--- src/rtl/cisc_state_seq_if.sv ---
// Control/status bundle for the CISC control-step state register.
// The master drives step requests; the slave (the register) returns its state view.
interface cisc_state_seq_if #(
  parameter int STATE_W = 3,
  parameter int CNT_W   = 8
);
  logic               en;
  logic               load;
  logic [STATE_W-1:0] state_in;
  logic               adv;
  logic               illegal_clr;
  logic [STATE_W-1:0] state_out;
  logic [STATE_W-1:0] prev_state;
  logic [CNT_W-1:0]   dwell_cnt;
  logic               changed;
  logic               illegal;

  modport master (
    output en, load, state_in, adv, illegal_clr,
    input  state_out, prev_state, dwell_cnt, changed, illegal
  );

  modport slave (
    input  en, load, state_in, adv, illegal_clr,
    output state_out, prev_state, dwell_cnt, changed, illegal
  );
endinterface

--- src/rtl/cisc_state_seq.sv ---
// Instruction-cycle state register: load/advance with wrap, stall gating,
// illegal-load rejection, previous-state history, dwell counter and change pulse.
module cisc_state_seq #(
  parameter int STATE_W     = 3,
  parameter int NUM_STATES  = 6,
  parameter int RESET_STATE = 0,
  parameter int CNT_W       = 8
) (
  input logic            clk,
  input logic            reset,
  cisc_state_seq_if.slave bus
);

  // One extra bit so NUM_STATES == 2**STATE_W is representable.
  localparam logic [STATE_W:0]   NUM_L   = (STATE_W+1)'(NUM_STATES);
  localparam logic [STATE_W-1:0] LAST_S  = STATE_W'(NUM_STATES - 1);
  localparam logic [STATE_W-1:0] RESET_S = STATE_W'(RESET_STATE);

  logic [STATE_W-1:0] state_q;
  logic [STATE_W-1:0] prev_q;
  logic [CNT_W-1:0]   dwell_q;
  logic               changed_q;
  logic               illegal_q;

  logic [STATE_W-1:0] state_nxt;
  logic               load_ok;
  logic               load_bad;
  logic               change;

  always_comb begin
    state_nxt = state_q;
    load_ok   = bus.load && ({1'b0, bus.state_in} < NUM_L);
    load_bad  = bus.load && !load_ok;
    change    = 1'b0;
    if (bus.en) begin
      if (bus.load) begin
        if (load_ok) state_nxt = bus.state_in;
      end else if (bus.adv) begin
        state_nxt = (state_q == LAST_S) ? '0 : state_q + 1'b1;
      end
      change = (state_nxt != state_q);
    end
  end

  always_ff @(posedge clk) begin
    if (!reset) begin
      state_q   <= RESET_S;
      prev_q    <= RESET_S;
      dwell_q   <= '0;
      changed_q <= 1'b0;
      illegal_q <= 1'b0;
    end else if (bus.en) begin
      state_q <= state_nxt;
      if (change) begin
        prev_q    <= state_q;
        dwell_q   <= '0;
        changed_q <= 1'b1;
      end else begin
        changed_q <= 1'b0;
        if (dwell_q != '1) dwell_q <= dwell_q + 1'b1;
      end
      // A rejected load in the same cycle wins over a clear request.
      if (load_bad)             illegal_q <= 1'b1;
      else if (bus.illegal_clr) illegal_q <= 1'b0;
    end else begin
      changed_q <= 1'b0;
    end
  end

  assign bus.state_out  = state_q;
  assign bus.prev_state = prev_q;
  assign bus.dwell_cnt  = dwell_q;
  assign bus.changed    = changed_q;
  assign bus.illegal    = illegal_q;

endmodule

--- src/flat_wrapper.sv ---
// flat-port wrapper written by rule: the top's interface ports become plain ports
module cisc_state_seq_flat 
#(
  parameter int STATE_W     = 3,
  parameter int NUM_STATES  = 6,
  parameter int RESET_STATE = 0,
  parameter int CNT_W       = 8
)
  (clk, reset, bus_en, bus_load, bus_state_in, bus_adv, bus_illegal_clr, bus_state_out, bus_prev_state, bus_dwell_cnt, bus_changed, bus_illegal);
  cisc_state_seq_if #(.STATE_W(STATE_W), .CNT_W(CNT_W)) bus_i ();
  input logic clk;
  input logic reset;
  input wire logic [$bits(bus_i.en)-1:0] bus_en;
  input wire logic [$bits(bus_i.load)-1:0] bus_load;
  input wire logic [$bits(bus_i.state_in)-1:0] bus_state_in;
  input wire logic [$bits(bus_i.adv)-1:0] bus_adv;
  input wire logic [$bits(bus_i.illegal_clr)-1:0] bus_illegal_clr;
  output wire logic [$bits(bus_i.state_out)-1:0] bus_state_out;
  output wire logic [$bits(bus_i.prev_state)-1:0] bus_prev_state;
  output wire logic [$bits(bus_i.dwell_cnt)-1:0] bus_dwell_cnt;
  output wire logic [$bits(bus_i.changed)-1:0] bus_changed;
  output wire logic [$bits(bus_i.illegal)-1:0] bus_illegal;
  assign bus_i.en = bus_en;
  assign bus_i.load = bus_load;
  assign bus_i.state_in = bus_state_in;
  assign bus_i.adv = bus_adv;
  assign bus_i.illegal_clr = bus_illegal_clr;
  assign bus_state_out = bus_i.state_out;
  assign bus_prev_state = bus_i.prev_state;
  assign bus_dwell_cnt = bus_i.dwell_cnt;
  assign bus_changed = bus_i.changed;
  assign bus_illegal = bus_i.illegal;
  cisc_state_seq #(.STATE_W(STATE_W), .NUM_STATES(NUM_STATES), .RESET_STATE(RESET_STATE), .CNT_W(CNT_W)) u_core (.clk(clk), .reset(reset), .bus(bus_i));
endmodule
--- config.mk ---
export PLATFORM = sky130hd
export DESIGN_NAME = cisc_state_seq_flat
export DESIGN_NICKNAME = d
export VERILOG_FILES = /design/src/rtl/cisc_state_seq_if.sv /design/src/rtl/cisc_state_seq.sv /design/src/flat_wrapper.sv
export SDC_FILE = /design/constraint.sdc
export NUM_CORES = 1
export LEC_CHECK = 0
export CORE_AREA = 4 4 47 49
export CTS_CLUSTER_DIAMETER = 150
export DETAILED_ROUTE_END_ITERATION = 8
export DIE_AREA = 0 0 51 53
export GPL_TIMING_DRIVEN = 0
export PLACE_DENSITY = 0.78
export SYNTH_ARGS = -nofsm -noshare
export SYNTH_HDL_FRONTEND = slang
export SYNTH_SLANG_ARGS = --single-unit
--- constraint.sdc ---
create_clock -name clk -period 4.45 [get_ports clk]
set_clock_uncertainty 0.2 [all_clocks]
set_input_delay 0.6675 -clock clk [delete_from_list [all_inputs] [get_ports clk]]
set_output_delay 0.6675 -clock clk [all_outputs]
set_load 0.02 [all_outputs]
== Yosys cells after proc, flatten, opt, wreduce, memory -nomap -nowiden ==
Cells that the tools add are included.

* Input bits: 9
* Output and inout port bits: 16
* Word-level logic and storage cells: 31
* Flip-flop bits (word level): 16

* Reduce and logical (&&, ||, !) cells: 9
* Mux-type cells: 11
* Equal/unequal tests: 3
* Add/sub/neg operators: 2
* Magnitude comparators: 1

{| class="wikitable"
|+ Operator list
! kind !! count
|-
| $mux W8 || 2
|-
| $mux W3 || 5
|-
| $add A8 B1 Y8 const B || 1
|-
| $ne A8 B8 Y1 const B || 1
|-
| $reduce_and A2 Y1 || 4
|-
| $mux W1 || 4
|-
| $reduce_bool A2 Y1 || 2
|-
| $add A3 B1 Y3 const B || 1
|-
| $eq A3 B3 Y1 const B || 1
|-
| $lt A3 B3 Y1 const B || 1
|-
| $ne A3 B3 Y1 || 1
|-
| $logic_and A1 B1 Y1 || 2
|-
| $logic_not A1 Y1 || 1
|}

== Logic depth before layout (Yosys ltp) ==
Gate-level depths: netlist of run 1.

* Depth in word-level cells: 9
* Gate-level depth with buffers: 7

== Worst setup path after synthesis of run 1 ==
OpenSTA, ideal clock, no wires.

* Path kind: input-to-reg
* Start: input port bus_load
* End: register u_core.dwell_q[3] (netlist: u_core.bus.dwell_cnt[3])
* Data arrival time: 1937 ps
* Setup slack: 2240 ps
* Data required time: 4178 ps
* Stages: 6
* Cells stage by stage: buf_6 > nor2_2 > a211oi_2 > o31ai_1 > nand2_1 > a21oi_1

* Longest elaborated chain between the ends: 8

{| class="wikitable"
|+ Ends and longest elaborated chain
! item !! RTL line !! text
|-
| from (decl) || flat_wrapper.sv:14 || <nowiki>input wire logic [$bits(bus_i.load)-1:0] bus_load;</nowiki>
|-
| $logic_and A1 B1 Y1 || cisc_state_seq.sv:32 || <nowiki>load_ok = bus.load && ({1'b0, bus.state_in} < NUM_L);</nowiki>
|-
| $mux W3 || cisc_state_seq.sv:37 || <nowiki>if (load_ok) state_nxt = bus.state_in;</nowiki>
|-
| $mux W3 (*) || cisc_state_seq.sv:36 || <nowiki>if (bus.load) begin</nowiki>
|-
| $mux W3 (*) || cisc_state_seq.sv:35 || <nowiki>if (bus.en) begin</nowiki>
|-
| $ne A3 B3 Y1 (*) || cisc_state_seq.sv:41 || <nowiki>change = (state_nxt != state_q);</nowiki>
|-
| $mux W1 (*) || cisc_state_seq.sv:35 ||
|-
| $reduce_bool A2 Y1 (no source line) || -- ||
|-
| $reduce_and A2 Y1 (no source line) || -- ||
|-
| to (signal assigned) || cisc_state_seq.sv:60 || <nowiki>if (dwell_q != '1) dwell_q <= dwell_q + 1'b1;</nowiki>
|-
| to (decl) || cisc_state_seq.sv:21 || <nowiki>logic [CNT_W-1:0] dwell_q;</nowiki>
|}

Every way passes the cells marked *; elsewhere a longest branch is shown, timed or not. The select of a mux whose other input is x is not followed.
A chain may end at the register's enable or synchronous reset.

== Worst setup path in the final report of run 1 ==
* Start: input port bus_state_in[2]
* End: register u_core.dwell_q[6] (netlist: u_core.bus.dwell_cnt[6])

* Longest elaborated chain between the ends: 9

{| class="wikitable"
|+ Ends and longest elaborated chain
! item !! RTL line !! text
|-
| from (decl) || flat_wrapper.sv:15 || <nowiki>input wire logic [$bits(bus_i.state_in)-1:0] bus_state_in;</nowiki>
|-
| $lt A3 B3 Y1 || cisc_state_seq.sv:32 ||
|-
| $logic_and A1 B1 Y1 || cisc_state_seq.sv:32 ||
|-
| $mux W3 (*) || cisc_state_seq.sv:37 ||
|-
| $mux W3 (*) || cisc_state_seq.sv:36 ||
|-
| $mux W3 (*) || cisc_state_seq.sv:35 ||
|-
| $ne A3 B3 Y1 (*) || cisc_state_seq.sv:41 ||
|-
| $mux W1 (*) || cisc_state_seq.sv:35 ||
|-
| $reduce_bool A2 Y1 (no source line) || -- ||
|-
| $reduce_and A2 Y1 (no source line) || -- ||
|}

Marked as above.

==> results of run 1 <==
==> logic make-up (layout without fill, tap and decap cells) <==
| group | Yosys count | count (layout) | synth area share (%) |
|---|---|---|---|
| xor+xnor | 2 | 2 | 2.12 |
| fa+ha+maj | 1 | 1 | 1.52 |
| buf+inv | 6 | 33 | 3.79 |
| flops | 16 | 16 | 38.8 |
| mux | 3 | 3 | 3.64 |
| compound gates | 30 | 30 | 23.1 |
| simple gates | 42 | 42 | 27.0 |
==> metal layers <==
| metal | global-route usage [%] | part of all wire [%] | up-vias |
|---|---|---|---|
| li1 | - | - | 424 |
| met1 | 19.4 | 40 | 406 |
| met2 | 30.0 | 52 | 30 |
| met3 | 2.25 | 6.3 | 2 |
| met4 | 8.07 | 1.1 | 0 |
| met5 | 0 | 0 | - |
==> layout make-up <==
type | count | area [um^2] | area share (%)
Sequential cell | 16 | 320 | 28.5
Tap cell | 27 | 33.8 | 3.00
Multi-Input combinational cell | 78 | 473 | 42.0
Clock buffer | 4 | 36.3 | 3.23
Inverter | 3 | 11.3 | 1.00
Timing Repair Buffer | 23 | 230 | 20.5
Buffer | 3 | 20.0 | 1.78
==> power groups by stage <==
stage               logic [W]  clock network [W]  registers (W)
floorplan           0.0000235                  0       0.000159
detailed placement  0.0000498                  0       0.000155
global placement    0.0000489                  0       0.000155
finish              0.0000504          0.0000933       0.000151
global route        0.0000549           0.000102       0.000153
CTS                 0.0000506          0.0000971       0.000152
==> flip-flops by register name, summed over array words and instances (netlist names) <==
signal / cells
u_core.bus.changed: 1
u_core.bus.dwell_cnt: 8
u_core.bus.illegal: 1
u_core.bus.prev_state: 3
u_core.bus.state_out: 3
==> worst max-delay path, stage by stage <==
cell and delay, ns:
clkdlybuf4s50_1 0.62, a21bo_2 0.20, a21oi_2 0.05, o31ai_1 0.62
nand2_1 0.30, a21oi_1 0.19
==> placed cells by master (no fill, tap or decap), types with 2 or more instances in the layout <==
master / Yosys / layout
clkdlybuf4s50_1: 0 / 23
dfxtp_1: 16 / 16
a21oi_1: 11 / 11
nand2_1: 10 / 10
o21ai_0: 8 / 8
nor2_1: 8 / 8
nand4_1: 6 / 6
or3_1: 4 / 4
o31ai_1: 3 / 3
mux2i_1: 3 / 3
clkbuf_4: 0 / 3
a21oi_2: 2 / 2
inv_1: 2 / 2
nand2b_1: 2 / 2
or4_1: 2 / 2
nor2b_1: 2 / 2
==> worst max path at each step <==
stage	from	end
final	bus_state_in[2]	u_core.bus.dwell_cnt[6]$_SDFFE_PN0P_
after global routing	bus_state_in[2]	u_core.bus.dwell_cnt[3]$_SDFFE_PN0P_
after CTS	bus_state_in[2]	u_core.bus.dwell_cnt[4]$_SDFFE_PN0P_
after floorplan	bus_load	u_core.bus.dwell_cnt[3]$_SDFFE_PN0P_
after detailed placement	bus_state_in[2]	u_core.bus.dwell_cnt[4]$_SDFFE_PN0P_
after global placement	bus_state_in[2]	u_core.bus.dwell_cnt[3]$_SDFFE_PN0P_
==> metrics by stage <==
step                      power (W)  utilization (%)
after floorplan            0.000183                -
after global placement     0.000204             58.5
after detailed placement   0.000205             58.5
after CTS                  0.000299             60.4
after global routing       0.000310             60.4
final                      0.000295             60.4
==> cell usage after synthesis (2+ instances only) <==
library cell / number
dfxtp_1: 16
a21oi_1: 11
nand2_1: 10
nor2_1: 8
o21ai_0: 8
nand4_1: 6
or3_1: 4
mux2i_1: 3
o31ai_1: 3
a21oi_2: 2
inv_1: 2
nand2b_1: 2
nor2b_1: 2
or4_1: 2
==> metrics.csv, run 1 <==
metric;value;unit
synth-edff-count;0;
start_util;44.3;%
die_w;51;um
p_leak;0.396;nW
p_int;0.000221;W
hold_viol;0;
seq_power_share;51.3;%
nets;138;
die_h;53;um
arrival;2.65;ns
cts_buffers;3;
dieArea;2700;um^2
max_slew_margin;50.2;%
grt_pass1_vias;779;
clockPowerShare;31.6;%
setup_slack;1.81;ns
viasPerCell;5.60;
drt-initial-drc-count;14;
worstSetupEndpointType;register;
switchingPower;0.0000744;W
rows;16;
peakVddDrop;0.179;mV
switching_share;25.2;%
max_cap_viol_count;0;
status;finished clean;
worstReg2RegStart;u_core.bus.state_out[0]$_SDFFE_PN0P_;
htree_levels;1;
grt_pass1_wl;3.44;mm
cts_buffer_depth;2;
vias;862;
hold_start;u_core.bus.illegal$_SDFFE_PN0P_;
ff2ff_setup_slack;2.35;ns
synth-seq-cells;16;
ios;25;
root_buffer;clkbuf_4;
gp_congestion;0.741;
worst_slew_pin_slew;0.740;ns
syn_avg_cell_area;8.25;um^2
tritoncts;yes;
holdWs;0.264;ns
gr-usage-all-layers;16.7;%
place_area;1090;um^2
start_kind;input pin;
r2r_cells;5;
post_cts_buffers;0;
finalCritPeriodShare;59.3;%
power_density;262;nW/um^2
cp_max_fo;7;
clkTransAtPathRegs;0.09;ns
insertion_delay;0.28;ns
yosysTopAreaCell;dfxtp_1;
async_flop_share;0;%
synthesis.nets;110;
grt_max_degree;11;
cts_sinks;16;
cts_resized;0;
first_pass_iters;4;
fmax;379;MHz
rsz0062_at_grt;no;
pre_cts_slack;1.50;ns
syn-instance-count;100;
min_period;2.64;ns
hpwl;1.45;mm
worstSetupPathType;in2reg;
p_comb_share;17.1;%
drcViolationCount;0;
synthFlopType;dfxtp_1;
hold_buffers;0;
ys_top_cells_by_area;dfxtp_1 39%, a21oi_1 6.7%, o21ai_0 4.9%;
synth_top_area_share;38.8;%
fillers;183;
min_to;u_core.bus.illegal$_SDFFE_PN0P_;
wl_per_cell;12.7;um
synthDistinctLibCells;35;
hold_depth;2;
slew_violations;0;
grt_overflow;0;
seq_area_frac_synth;38.8;%
design_area;1120;um^2
ys.warnings.count;0;
setup_viol;0;
coreArea;1860;um^2
numPortBuffers;23;
required;4.46;ns
wl;1.95;mm
min_path_type;reg2reg;
n_antenna_cell;0;
fin_tns_setup;0;ns
drive_gt1_share;8.66;%
antenna_found_initial;0;
syn_area;825;um^2
reg2reg_to;u_core.bus.dwell_cnt[6]$_SDFFE_PN0P_;
numPlacedInstances;150;
ant_nets;0;
finalNonFillerCells;154;
area_growth;36.4;%
(Power assumes the default switching activity.)
==> run 2: changes to the inputs <==
Settings changed: CORE_AREA 4 4 47 49 to 4 4 48 50, DIE_AREA 0 0 51 53 to 0 0 52 54, PLACE_DENSITY 0.78 to 0.75.
Clock period 4.45 ns to 2.6 ns, I/O delays scaled along.
==> metrics.csv, run 2 (synthesis gave the netlist of run 1 again) <==
metric;value;unit;change
layout_common_cells;23 x clkdlybuf4s50_1, 16 x dfxtp_1, 11 x a21oi_1;;
rsz0062_at_grt;no;;
hold_start;bus_load;;
grt_pass1_wl;3.15;mm;-8.4%
nets;138;;unchanged
reg2reg_to;u_core.bus.dwell_cnt[7]$_SDFFE_PN0P_;;
wl_met2;882;um;-13%
wl_met3;136;um;+11%
root_buffer;clkbuf_4;;
numPortBuffers;23;;unchanged
first_pass_iters;4;;unchanged
ios;25;;unchanged
ant_nets;0;;unchanged
hold_viol;0;;unchanged
grt_max_degree;11;;unchanged
vias;836;;-3.0%
grt_overflow;0;;unchanged
r2r_cells;6;;+1
met1_length;831;um;+5.6%
rows;16;;unchanged
antenna_found_initial;0;;unchanged
coreArea;1900;um^2;+2.2%
wl_per_cell;12.1;um;-4.2%
worstSetupPathType;in2reg;;
cts_buffer_depth;2;;unchanged
dieArea;2810;um^2;+3.9%
cts_buffers;3;;unchanged
cts_sinks;16;;unchanged
p_leak;0.397;nW;about the same
tritoncts;yes;;
min_path_type;in2reg;;
n_antenna_cell;0;;unchanged
insertion_delay;0.28;ns;about the same
post_cts_buffers;0;;unchanged
arrival;2.32;ns;-0.33 ns
ff2ff_setup_slack;0.56;ns;-1.79 ns
cts_resized;0;;unchanged
gr-usage-all-layers;15.1;%;-1.6 points
grt_pass1_vias;728;;-6.5%
gp_congestion;0.796;;+7.3%
finalCritPeriodShare;88.4;%;
routed.top_layer;met4;;
drive_gt1_share;9.45;%;+0.79 points
crit_path_start;bus_state_in[1];;
fin_tns_setup;0;ns;unchanged
final_common_cell;clkdlybuf4s50_1;;
hold_depth;3;;+1
die_w;52;um;+2.0%
htree_levels;1;;unchanged
peakVddDrop;0.378;mV;+110%
worstSetupEndpointType;register;;
max_cap_viol_count;0;;unchanged
viasPerCell;5.43;;-3.0%
area_growth;37.0;%;
hold_buffers;0;;unchanged
die_h;54;um;+1.9%
cp_max_fo;10;;+3
final_util;59.4;%;-1.0 points
setup_viol;0;;unchanged
start_kind;input pin;;
worstReg2RegStart;u_core.bus.state_out[1]$_SDFFE_PN0P_;;
power_density;450;nW/um^2;+71%
slew_violations;0;;unchanged
status;finished clean;;
wl;1.87;mm;-4.2%
hpwl;1.47;mm;+1.1%
drcViolationCount;0;;unchanged
fmax;435;MHz;
worst_slew_pin_slew;0.526;ns;-0.214 ns
clkTransAtPathRegs;0.09;ns;about the same
max_slew_margin;64.7;%;+14 points
largest_register_ffs;8;;unchanged
min_period;2.30;ns;
min_to;u_core.bus.illegal$_SDFFE_PN0P_;;
start_util;43.4;%;-0.93 points
drt-initial-drc-count;15;;+1
required;2.62;ns;-1.84 ns
-- run 2: cell counts in the layout (fill, tap and decap cells not counted) --
No cell type changed its count.
-- run 2: routing by layer --
metal,vias up,global-route usage [%]
met2,30,25.3
met4,0,5.24
met3,4,3.88
met5,-,0
li1,422,-
met1,380,18.7
-- run 2: per-stage QoR --
step	hold WS (ns)	setup slack, ns	area (um^2)	instances	total power, W
floorplan	0.328	0.604	825	100	0.000313
global placement	0.242	-0.101	1090	150	0.000349
detailed placement	0.252	-0.165	1090	150	0.000351
CTS	0.203	0.141	1120	154	0.000512
global route	0.214	0.208	1130	154	0.000532
finish	0.208	0.301	1130	154	0.000508
-- run 2: cell type report --
cell class | count | area (um^2)
plain buffers | 3 | 20.0
clock buffers | 4 | 36.3
fillers | 173 | 772
inverters | 3 | 11.3
multi-input cells | 78 | 478
flip-flops and latches | 16 | 320
well taps | 27 | 33.8
repair buffers | 23 | 230
-- run 2: worst max-delay path by stage --
stage | cells past startpoint | slack, ns | end
floorplan | 6 | 0.60 | u_core.bus.dwell_cnt[7]$_SDFFE_PN0P_
global placement | 6 | -0.10 | u_core.bus.dwell_cnt[3]$_SDFFE_PN0P_
detailed placement | 6 | -0.16 | u_core.bus.dwell_cnt[6]$_SDFFE_PN0P_
CTS | 6 | 0.14 | u_core.bus.dwell_cnt[6]$_SDFFE_PN0P_
global route | 7 | 0.21 | u_core.bus.dwell_cnt[7]$_SDFFE_PN0P_
finish | 7 | 0.30 | u_core.bus.dwell_cnt[7]$_SDFFE_PN0P_
-- run 2: power breakdown --
group	switching [W]	total, W	internal (W)
registers	0.00000711	0.000259	0.000252
logic	0.0000456	0.0000868	0.0000412
clock network	0.0000772	0.000162	0.0000851
total	0.000130	0.000508	0.000378
-- run 2: critical path, stage by stage --
cell and delay, ns:
clkdlybuf4s50_1 0.59, nand2b_1 0.10, a211oi_2 0.33, nor4_1 0.11
buf_2 0.18, or4_1 0.48, a21oi_1 0.14
==> run 3: changes to the inputs <==
Settings changed: CELL_PAD_IN_SITES_DETAIL_PLACEMENT set to 0, CELL_PAD_IN_SITES_GLOBAL_PLACEMENT set to 1, CORE_AREA 4 4 48 50 to 4 4 56 58, DIE_AREA 0 0 52 54 to 0 0 60 62, PLACE_DENSITY 0.75 to not set, PLACE_DENSITY_LB_ADDON set to 0.1.
==> metrics.csv, run 3 (synthesis gave the netlist of run 1 again) <==
metric;value;unit;change
final_common_cell;clkdlybuf4s50_1;;
clkTransAtPathRegs;0.10;ns;about the same
status;finished clean;;
start_util;31.0;%;-12 points
rows;19;;+3
final_util;42.6;%;-17 points
max_stage_delay;0.60;ns;about the same
peakVddDrop;0.300;mV;-21%
setup_viol;0;;unchanged
die_h;62;um;+15%
gp_congestion;0.746;;-6.3%
switchingPower;0.000138;W;+6.2%
cts_buffer_depth;2;;unchanged
cp_max_fo;10;;unchanged
clockPowerShare;32.7;%;+0.8 points
first_pass_iters;4;;unchanged
max_slew_margin;62.9;%;-1.8 points
p_comb_share;16.9;%;-0.2 points
worstSetupEndpointType;register;;
worstSetupPathType;in2reg;;
area_growth;37.6;%;
seq_power_share;50.3;%;-0.7 points
post_cts_buffers;0;;unchanged
holdWs;0.215;ns;+0.00675 ns
viasPerCell;5.32;;-2.1%
htree_levels;1;;unchanged
vias;840;;+0.48%
tritoncts;yes;;
power_density;455;nW/um^2;+1.1%
drt-initial-drc-count;22;;+7
ios;25;;unchanged
crit_chain;clkdlybuf4s50_1 -> nand2b_1 -> a211oi_2 -> nor4_1 -> buf_2 -> or4_1 -> a21oi_1;;
cts_sinks;16;;unchanged
drive_gt1_share;9.45;%;unchanged
ant_nets;0;;unchanged
hold_viol;0;;unchanged
hpwl;1.63;mm;+11%
root_buffer;clkbuf_4;;
path_buf_inv;2;;unchanged
dieArea;3720;um^2;+32%
n_antenna_cell;0;;unchanged
layout_common_cells;23 x clkdlybuf4s50_1, 16 x dfxtp_1, 11 x a21oi_1;;
drcViolationCount;0;;unchanged
finalPower;0.000516;W;+1.6%
min_period;2.30;ns;+0.00373 ns
wl_per_cell;13.7;um;+13%
required;2.63;ns;about the same
max_cap_viol_count;0;;unchanged
crit_family;buffers and inverters;;
antenna_found_initial;0;;unchanged
numPortBuffers;23;;unchanged
cts_buffers;3;;unchanged
hold_buffers;0;;unchanged
min_path_type;in2reg;;
crit_path_top_delay_cell;clkdlybuf4s50_1;;
nets;138;;unchanged
slew_violations;0;;unchanged
fmax;434;MHz;-0.16%
grt_overflow;0;;unchanged
rsz0062_at_grt;no;;
wl;2.17;mm;+16%
largest_register_ffs;8;;unchanged
finalCritPeriodShare;88.6;%;+0.14 points
worst_slew_pin_slew;0.553;ns;+0.0263 ns
grt_pass1_wl;3.68;mm;+17%
die_w;60;um;+15%
arrival;2.33;ns;about the same
grt_pass1_vias;825;;+13%
insertion_delay;0.29;ns;about the same
coreArea;2660;um^2;+40%
switching_share;26.7;%;+1.2 points
p_int;0.000378;W;about the same
gr-usage-all-layers;13.0;%;-2.1 points
p_leak;0.397;nW;unchanged
start_kind;input pin;;
grt_max_degree;11;;unchanged
cts_resized;0;;unchanged
-- run 3: cell counts in the layout (fill, tap and decap cells not counted) --
Identical to the previous run, type by type.
-- run 3: power by group through the flow --
| stage | clock network (W) | registers [W] | logic [W] |
|---|---|---|---|
| 2_1_floorplan | 0 | 0.000272 | 0.0000402 |
| 3_3_place_gp | 0 | 0.000266 | 0.0000861 |
| 3_5_place_dp | 0 | 0.000266 | 0.0000869 |
| 4_1_cts | 0.000174 | 0.000260 | 0.0000873 |
| 5_1_grt | 0.000181 | 0.000262 | 0.0000966 |
| 6_report | 0.000169 | 0.000260 | 0.0000875 |
-- run 3: layout make-up --
cell class	instances	area (um^2)
multi-input cells	78	478
plain buffers	3	20.0
clock buffers	4	36.3
repair buffers	23	230
well taps	31	38.8
fillers	305	1530
flip-flops and latches	16	320
inverters	3	11.3
-- run 3: worst paths after layout --
| kind | start | endpoint | slack, ns | depth (start not counted) |
|---|---|---|---|---|
| max | bus_state_in[1] | u_core.bus.dwell_cnt[7]$_SDFFE_PN0P_ | 0.30 | 7 |
| min | bus_load | u_core.bus.illegal$_SDFFE_PN0P_ | 0.21 | 3 |
| max reg2reg | u_core.bus.state_out[1]$_SDFFE_PN0P_ | u_core.bus.dwell_cnt[7]$_SDFFE_PN0P_ | 0.52 | 6 |
| min reg2reg | u_core.bus.illegal$_SDFFE_PN0P_ | u_core.bus.illegal$_SDFFE_PN0P_ | 0.26 | 2 |
-- run 3: layer usage --
layer  GRT usage (%)  up-vias  part of all wire [%]
met5               0        -                     0
met4            5.70        0                   1.2
met3            1.24        2                   4.4
met2            21.3       17                    46
met1            17.3      397                    49
li1                -      424                     -
-- run 3: worst min-delay path, stage by stage --
cell     delay (ns)
buf_6          0.11
nand4_1        0.09
a21oi_1        0.07
-- run 3: per-stage QoR --
| stage | cells | instance area [um^2] | setup slack [ns] | setup TNS (ns) |
|---|---|---|---|---|
| detailed placement | 154 | 1090 | -0.245 | -1.49 |
| finish | 158 | 1130 | 0.297 | 0 |
| floorplan | 100 | 825 | 0.604 | 0 |
| CTS | 158 | 1130 | 0.0585 | 0 |
| global placement | 154 | 1090 | -0.242 | -1.47 |
| global route | 158 | 1130 | 0.169 | 0 |
